===== config.mk =====
export PLATFORM = sky130hd
export DESIGN_NAME = noc_egress_sink
export DESIGN_NICKNAME = d
export VERILOG_FILES = /design/src/rtl/noc_egress_sink.sv
export SDC_FILE = /design/constraint.sdc
export NUM_CORES = 1
export LEC_CHECK = 0
export BUFFER_PORTS_ARGS = -buffer_cell sky130_fd_sc_hd__clkbuf_2
export CELL_PAD_IN_SITES_DETAIL_PLACEMENT = 1
export CELL_PAD_IN_SITES_GLOBAL_PLACEMENT = 1
export CORE_MARGIN = 2
export CORE_UTILIZATION = 48
export CTS_CLUSTER_DIAMETER = 150
export DETAILED_ROUTE_END_ITERATION = 10
export PLACE_DENSITY = 0.77
export SETUP_SLACK_MARGIN = 0.05
export SYNTH_ARGS = -nofsm -noshare
export SYNTH_HDL_FRONTEND = slang
export SYNTH_SLANG_ARGS = --single-unit
export TNS_END_PERCENT = 5

===== constraint.sdc =====
create_clock -name wclk -period 4.39 [get_ports wclk]
set_input_delay 0.439 -clock wclk [delete_from_list [all_inputs] [get_ports wclk]]
set_output_delay 0.439 -clock wclk [all_outputs]
set_load 0.02 [all_outputs]

===== src/rtl/noc_egress_sink.sv =====
// Egress sink for one router output port: buffers pushed flits, drives next_full
// back-pressure, delivers flits in order over valid/ready, and keeps header/drop stats.
module noc_egress_sink #(
    parameter int          WD       = 40,
    parameter int          DEPTH    = 4,
    parameter int          SKID     = 1,
    parameter logic [3:0]  EXP_HDR  = 4'b0100,
    parameter logic [3:0]  HDR_MASK = 4'b1111
) (
    input  logic          wclk,
    input  logic          rst_n,
    input  logic          wr_en,
    input  logic [WD-1:0] wdata,
    output logic          next_full,
    output logic          out_valid,
    output logic [WD-1:0] out_data,
    input  logic          out_ready,
    input  logic          clr_err,
    output logic          hdr_err,
    output logic          overflow,
    output logic [15:0]   rx_count,
    output logic [7:0]    drop_count
);
    localparam int AW = $clog2(DEPTH);
    localparam logic [AW:0] DEPTH_C   = (AW+1)'(DEPTH);
    localparam logic [AW:0] FULL_THR  = (AW+1)'(DEPTH - SKID);

    logic [WD-1:0] mem [DEPTH];
    logic [AW-1:0] wr_ptr_reg;
    logic [AW-1:0] rd_ptr_reg;
    logic [AW:0]   count_reg;
    logic          out_valid_reg;
    logic [WD-1:0] out_data_reg;
    logic          hdr_err_reg;
    logic          overflow_reg;
    logic [15:0]   rx_count_reg;
    logic [7:0]    drop_count_reg;

    logic       accept;
    logic       drop;
    logic       move;
    logic       consume;
    logic       hdr_bad;
    logic [3:0] hdr_bit_bad;

    genvar gi;
    generate
        for (gi = 0; gi < 4; gi++) begin : g_hdr
            assign hdr_bit_bad[gi] = HDR_MASK[gi] & (wdata[WD-4+gi] ^ EXP_HDR[gi]);
        end
    endgenerate

    assign hdr_bad = |hdr_bit_bad;
    // Full decision uses the pre-edge count; a simultaneous move never rescues a write.
    assign accept  = wr_en && (count_reg != DEPTH_C);
    assign drop    = wr_en && (count_reg == DEPTH_C);
    assign move    = (count_reg != '0) && (!out_valid_reg || out_ready);
    assign consume = out_valid_reg && out_ready && !move;

    // Storage array carries no reset so it maps onto block RAM.
    always_ff @(posedge wclk) begin
        if (accept) begin
            mem[wr_ptr_reg] <= wdata;
        end
    end

    always_ff @(posedge wclk) begin
        if (!rst_n) begin
            wr_ptr_reg     <= '0;
            rd_ptr_reg     <= '0;
            count_reg      <= '0;
            out_valid_reg  <= 1'b0;
            out_data_reg   <= '0;
            hdr_err_reg    <= 1'b0;
            overflow_reg   <= 1'b0;
            rx_count_reg   <= '0;
            drop_count_reg <= '0;
        end else begin
            if (accept) begin
                wr_ptr_reg   <= wr_ptr_reg + 1'b1;
                rx_count_reg <= rx_count_reg + 16'd1;
            end
            if (move) begin
                out_data_reg  <= mem[rd_ptr_reg];
                out_valid_reg <= 1'b1;
                rd_ptr_reg    <= rd_ptr_reg + 1'b1;
            end else if (consume) begin
                out_valid_reg <= 1'b0;
            end
            case ({accept, move})
                2'b10:   count_reg <= count_reg + 1'b1;
                2'b01:   count_reg <= count_reg - 1'b1;
                default: count_reg <= count_reg;
            endcase
            // An error event in the same cycle as a clear takes priority.
            hdr_err_reg  <= (hdr_err_reg && !clr_err) || (accept && hdr_bad);
            overflow_reg <= (overflow_reg && !clr_err) || drop;
            if (clr_err) begin
                drop_count_reg <= drop ? 8'd1 : 8'd0;
            end else if (drop && (drop_count_reg != 8'hFF)) begin
                drop_count_reg <= drop_count_reg + 8'd1;
            end
        end
    end

    assign next_full  = (count_reg >= FULL_THR);
    assign out_valid  = out_valid_reg;
    assign out_data   = out_data_reg;
    assign hdr_err    = hdr_err_reg;
    assign overflow   = overflow_reg;
    assign rx_count   = rx_count_reg;
    assign drop_count = drop_count_reg;
endmodule


Yosys cells after proc, flatten, opt, wreduce, memory -nomap -nowiden
Memories as Yosys holds them, arrays and structs flattened. A register that Yosys moved wholly into a read port is not among the register bits.
Cells that the tools add are included.

storage, ports and cells
  bits in registers = 34
  bits in latches = 0
  RAM bits = 160
  ROM bits = 0
  bits of input ports = 45
  output and inout bits = 68
  word-level logic and storage cells = 51
  memories = 1

memory list
  memory  depth  bits a word  rd ports  clocked after Yosys merged registers in  wr ports  RTL line  source
  mem     4      40           1         1                                        1         28        logic [WD-1:0] mem [DEPTH];

operators by class
  $add $sub $neg = 6
  $mul = 0
  divide/modulo/power cells = 0
  magnitude comparators = 1
  equality and inequality tests = 5
  shift operators = 0
  multiplexer cells = 8
  bitwise logic cells = 1
  reductions and logical operators = 21

operators with widths
  operator               number
  $add 16x1->16 const B  1
  $mux 8                 2
  $logic_and 1x1->1      9
  $add 8x1->8 const B    1
  $ne 8x8->1 const B     1
  $pmux 3 s2             1
  $reduce_bool 2->1      3
  $mux 1                 5
  $add 2x1->2 const B    2
  $logic_not 1->1        4
  $reduce_or 4->1        1
  $add 3x1->3 const B    1
  $eq 3x3->1 const B     1
  $ge 3x2->1 const B     1
  $logic_or 1x1->1       3
  $ne 3x3->1 const B     1
  $reduce_bool 3->1      1
  $sub 3x1->3 const B    1
  $eq 2x1->1 const B     1
  $eq 2x2->1 const B     1
  $not 1->1              1

Depth between registers and ports, before layout
  depth in word-level cells = 7
  mapped depth = 12

Worst setup path after synthesis
Ideal clock, no wire load.

  path kind = reg2reg
  from = register count_reg[0]
  to = register count_reg[2]
  setup time = 0.071 ns
  arrival = 2.395 ns
  setup slack = 1.924 ns
  cell stages (with the launch flop) = 13
  buffers on the path = 3
  clock period less this slack = 2.466 ns
  path through = dfxtp_1 > buf_6 > or3b_4 > buf_6 > and2_4 > buf_6 > clkinv_4 > ha_1 > inv_1 > fa_1 > xor2_1 > or3_1 > a21oi_1

on the way
  word-level cells in the longest chain between the ends = 4

ends and longest elaborated chain
  item                                             RTL line  source
  from (decl)                                      31        logic [AW:0] count_reg;
  from (signal assigned)                           91        2'b10: count_reg <= count_reg + 1'b1;
  from (signal assigned)                           92        2'b01: count_reg <= count_reg - 1'b1;
  from (signal assigned)                           93        default: count_reg <= count_reg;
  $ne 3x3->1 or $reduce_bool 3->1 (tied branches)  55, 57
  $logic_and 1x1->1 (on tied branches)             55, 57
  $eq 2x1->1 or $eq 2x2->1 (tied branches)         90        case ({accept, move})
  $pmux 3 s2 or $reduce_bool 2->1 (tied branches)  --

Several ways; a longest one is shown, not always the timed one.
A chain may end at the register's enable or synchronous reset.

Worst setup path after layout
  from = register count_reg[2]
  to = register count_reg[2]

Same word-level chain as after synthesis.

==> metrics.md <==
| Metric | Value |
|---|---|
| Worst r2r src | count_reg[2] |
| Flops & latches, synth | approximately 230 |
| GRT met2 Usage | 38.5% |
| Commonest non-fill, non-tap cells in the layout | edfxtp_1, clkbuf_2, nand2_1 |
| Crit start category | register |
| Synthesis Warnings | 0 |
| Commonest non-fill, non-tap cell in the layout | edfxtp_1 |
| Worst EP arrival | 3040 ps |
| Least-Margin Pin Slew | 1250 ps |
| CTS Sinks | between 200 and 250 |
| Core area | 0.0180 mm2 |
| Layout Area Growth over Synthesis | 18.1% |
| Grt ovf | 0 |
| Final min period | ~2600 ps |
| Ys flop type | edfxtp_1 |
| Outcome | complete, no violations |
| Top-area cell type share of the netlist area | between 50 and 60% |
| Largest net degree at the start of global routing | 43 |
| Setup bufs post-CTS | 0 |
| WL/cell | 22.0 um |
| Num CTS Buffers | 25 |
| DIE HEIGHT | 139 um |
| Post-DP HPWL | 11.8 mm |
| Syn nets | ~630 |
| Row Count | 49 |
| P_sw | 2.12 mW |
| Post-synth EDFFs | 160 |
| Worst-path cell chain | or3b_4 -> and2_4 -> clkinv_4 -> ha_1 -> inv_1 -> fa_1 -> xor2_1 -> or3_1 -> a21oi_1 |
| Grt met1 use | 25.5% |
| Port Buffer Count | ~110 |
| Clk root buf | clkbuf_16 |
| Crit-path slowest cell | or3b_4 |
| Post-Syn Area | 0.00881 mm2 |
| Pre-CTS WS | 1860 ps |
| Fmax | 387 MHz |
| Post_cts resized | 0 |
| Final weighted congestion in routability-driven placement | 0.788 |
| Static Leak | 3.71 nW |
| Global route hottest layer | met2 |
| Setup Skew | ~16 ps |
| Routed Wire Length | 20.6 mm |
| Synth top area cells | edfxtp_1, dfxtp_1, mux4_2, nand2_1, a21oi_1 |
| Async S/R FF share, synth | 0% |
| Worst Setup SP | count_reg[2] |
| Initial core utilization | 49.0% |
| Final period util | between 50 and 60% |
| Final core occ | 57.9% |
| Dpl cells | 890 |
| Required time of the critical path | 4840 ps |
| Seq pwr share | 44.5% |
| Die ar. | 0.0195 mm2 |
| Max FFs per register | 160 |
| Flop2flop setup slack | approximately 1800 ps |
| Ant. Diodes | 0 |
| PwrDens | 645 mW/mm2 |
| Sw Share | 31.6% |
| Vias per inst | 5.63 |
| Critical path peak fanout | 11 |
| Peak per-stage delay on the critical path | 500 ps |
| Met3 Use GR | 4.34% |
| Largest area contributor in the netlist | edfxtp_1 |
| Fin Hold WS | 122 ps |
| Comb pwr share | 22.8% |
| Pre-antenna DRT Iters | 4 |
| Final worst-path setup slack | 1810 ps |
| Internal Power | 4.60 mW |
| GR Util All Layers | 21.2% |
| CTS tree | built |
| Delay-heaviest family, CP | simple AND/OR/NAND/NOR gates |
| I/O pin total | 113 |
| Post-Synthesis Cells | 574 |
| Slew Viols, Final | 0 |
| # DRC | 0 |
| Placed standard-cell area | ~0.0095 mm2 |
| Global-route wire length before repair | 32.1 mm |
| RSZ-0062 raised after global routing | no |
| Post-Syn Area per Cell | 15.4 um2 |
| ANT nets after route | 0 |
| Synth cell types | 45 |
| Hold WC Path Type | in2reg |
| Sequential cell area fraction in the yosys report | around 71% |
| Post-CTS Hold Buffers | 0 |
| Clk network pwr share | 32.7% |
| Layout cell share with drive strength beyond 1 | 31.3% |
| Max_cap viols | 0 |
| Worst-path clk slew | around 60 ps |
| Setup violators final | 0 |
| Fin cells | 936 |
| Via Count | between 5000 and 6000 |
| Design area | 0.0104 mm2 |
| Initial antenna violation count | 0 |
| Tot Pwr | between 6 and 7 mW |
| Setup TNS | 0 ps |
| Clock buffer depth | 3 |
| Final hold violations | 0 |
| Final nets | 741 |
| Crit path kind | reg2reg |
| Worst rel slew slack | 16.6% |
| Worst vdd ir | 0.000398 V |
| Worst skew pair latency | roughly 540 ps |
| Crit path buf inv count | 2 |
| Die X | between 100 and 150 um |
| Worst Hold Launch | wdata[21] |
| Crit. End Element | register |
| Clock H-tree levels | 1 |
| Violation count after the first detailed-route iteration | between 150 and 200 |
| Vias in the first global route | 5781 |
[worst register-to-register path: stages, from the launching register on]
cell      delay (ps)
dfxtp_1          440
or3b_4           500
and2_4           230
clkinv_4          60
ha_1             180
inv_1             70
fa_1             380
xor2_1           160
or3_1            320
a21oi_1          160
[Yosys cell counts, types with 2 or more instances]
cell / instances
dfxtp_1: 74
buf_6: 3
edfxtp_1: 160
o21ai_0: 7
nand2_1: 93
mux4_2: 40
o211ai_1: 3
buf_2: 9
a21oi_1: 55
and3_2: 5
nand2b_1: 6
nor2_1: 18
a21oi_2: 2
o31ai_1: 5
xor2_1: 11
or3_1: 6
xnor2_1: 4
clkbuf_1: 13
inv_1: 9
nand4_1: 4
mux2i_1: 2
and3_1: 3
ha_1: 7
nor3_1: 2
buf_1: 3
or4_1: 4
nand3_1: 8
[power groups by stage]
| stage | Clock, mW | Combinational [mW] | Sequential (mW) |
|---|---|---|---|
| after floorplan | 0 | 1.03 | 2.99 |
| after global placement | 0 | 1.46 | 3.01 |
| after detailed placement | 0 | 1.52 | 3.04 |
| after CTS | 2.23 | 1.55 | 3.00 |
| after global routing | 2.31 | 1.66 | 3.04 |
| final | 2.20 | 1.53 | 2.99 |
[layout make-up]
type	instances	area, um2
clock buffer	27	643
clock inverter	19	214
fill	1694	7560
inverter	11	46.3
multi-input combinational	301	2340
sequential	234	6290
tap	229	287
timing repair buffer	115	583
[logic make-up after synthesis]
kind of cell	Yosys count	synth area share (%)
compound gates	75	4.71
fa+ha+maj	8	1.22
xor+xnor	15	1.49
buf+inv	39	2.10
flops	234	71.3
mux	42	10.5
simple gates	161	8.68
[per-layer routing]
layer  wire (um)  vias to the layer above
met2       11000                      158
li1            -                     2375
met5           0                        -
met4         507                        0
met1        7960                     2700
met3        1160                       37
[path summary, 6_finish.rpt]
path | end | cells past startpoint
max | count_reg[2] | 9
min reg2reg | out_data[21] | 2
max reg2reg | count_reg[2] | 9
min | mem[2][21] | 1
Note: power is estimated with default switching activity, not from simulation.
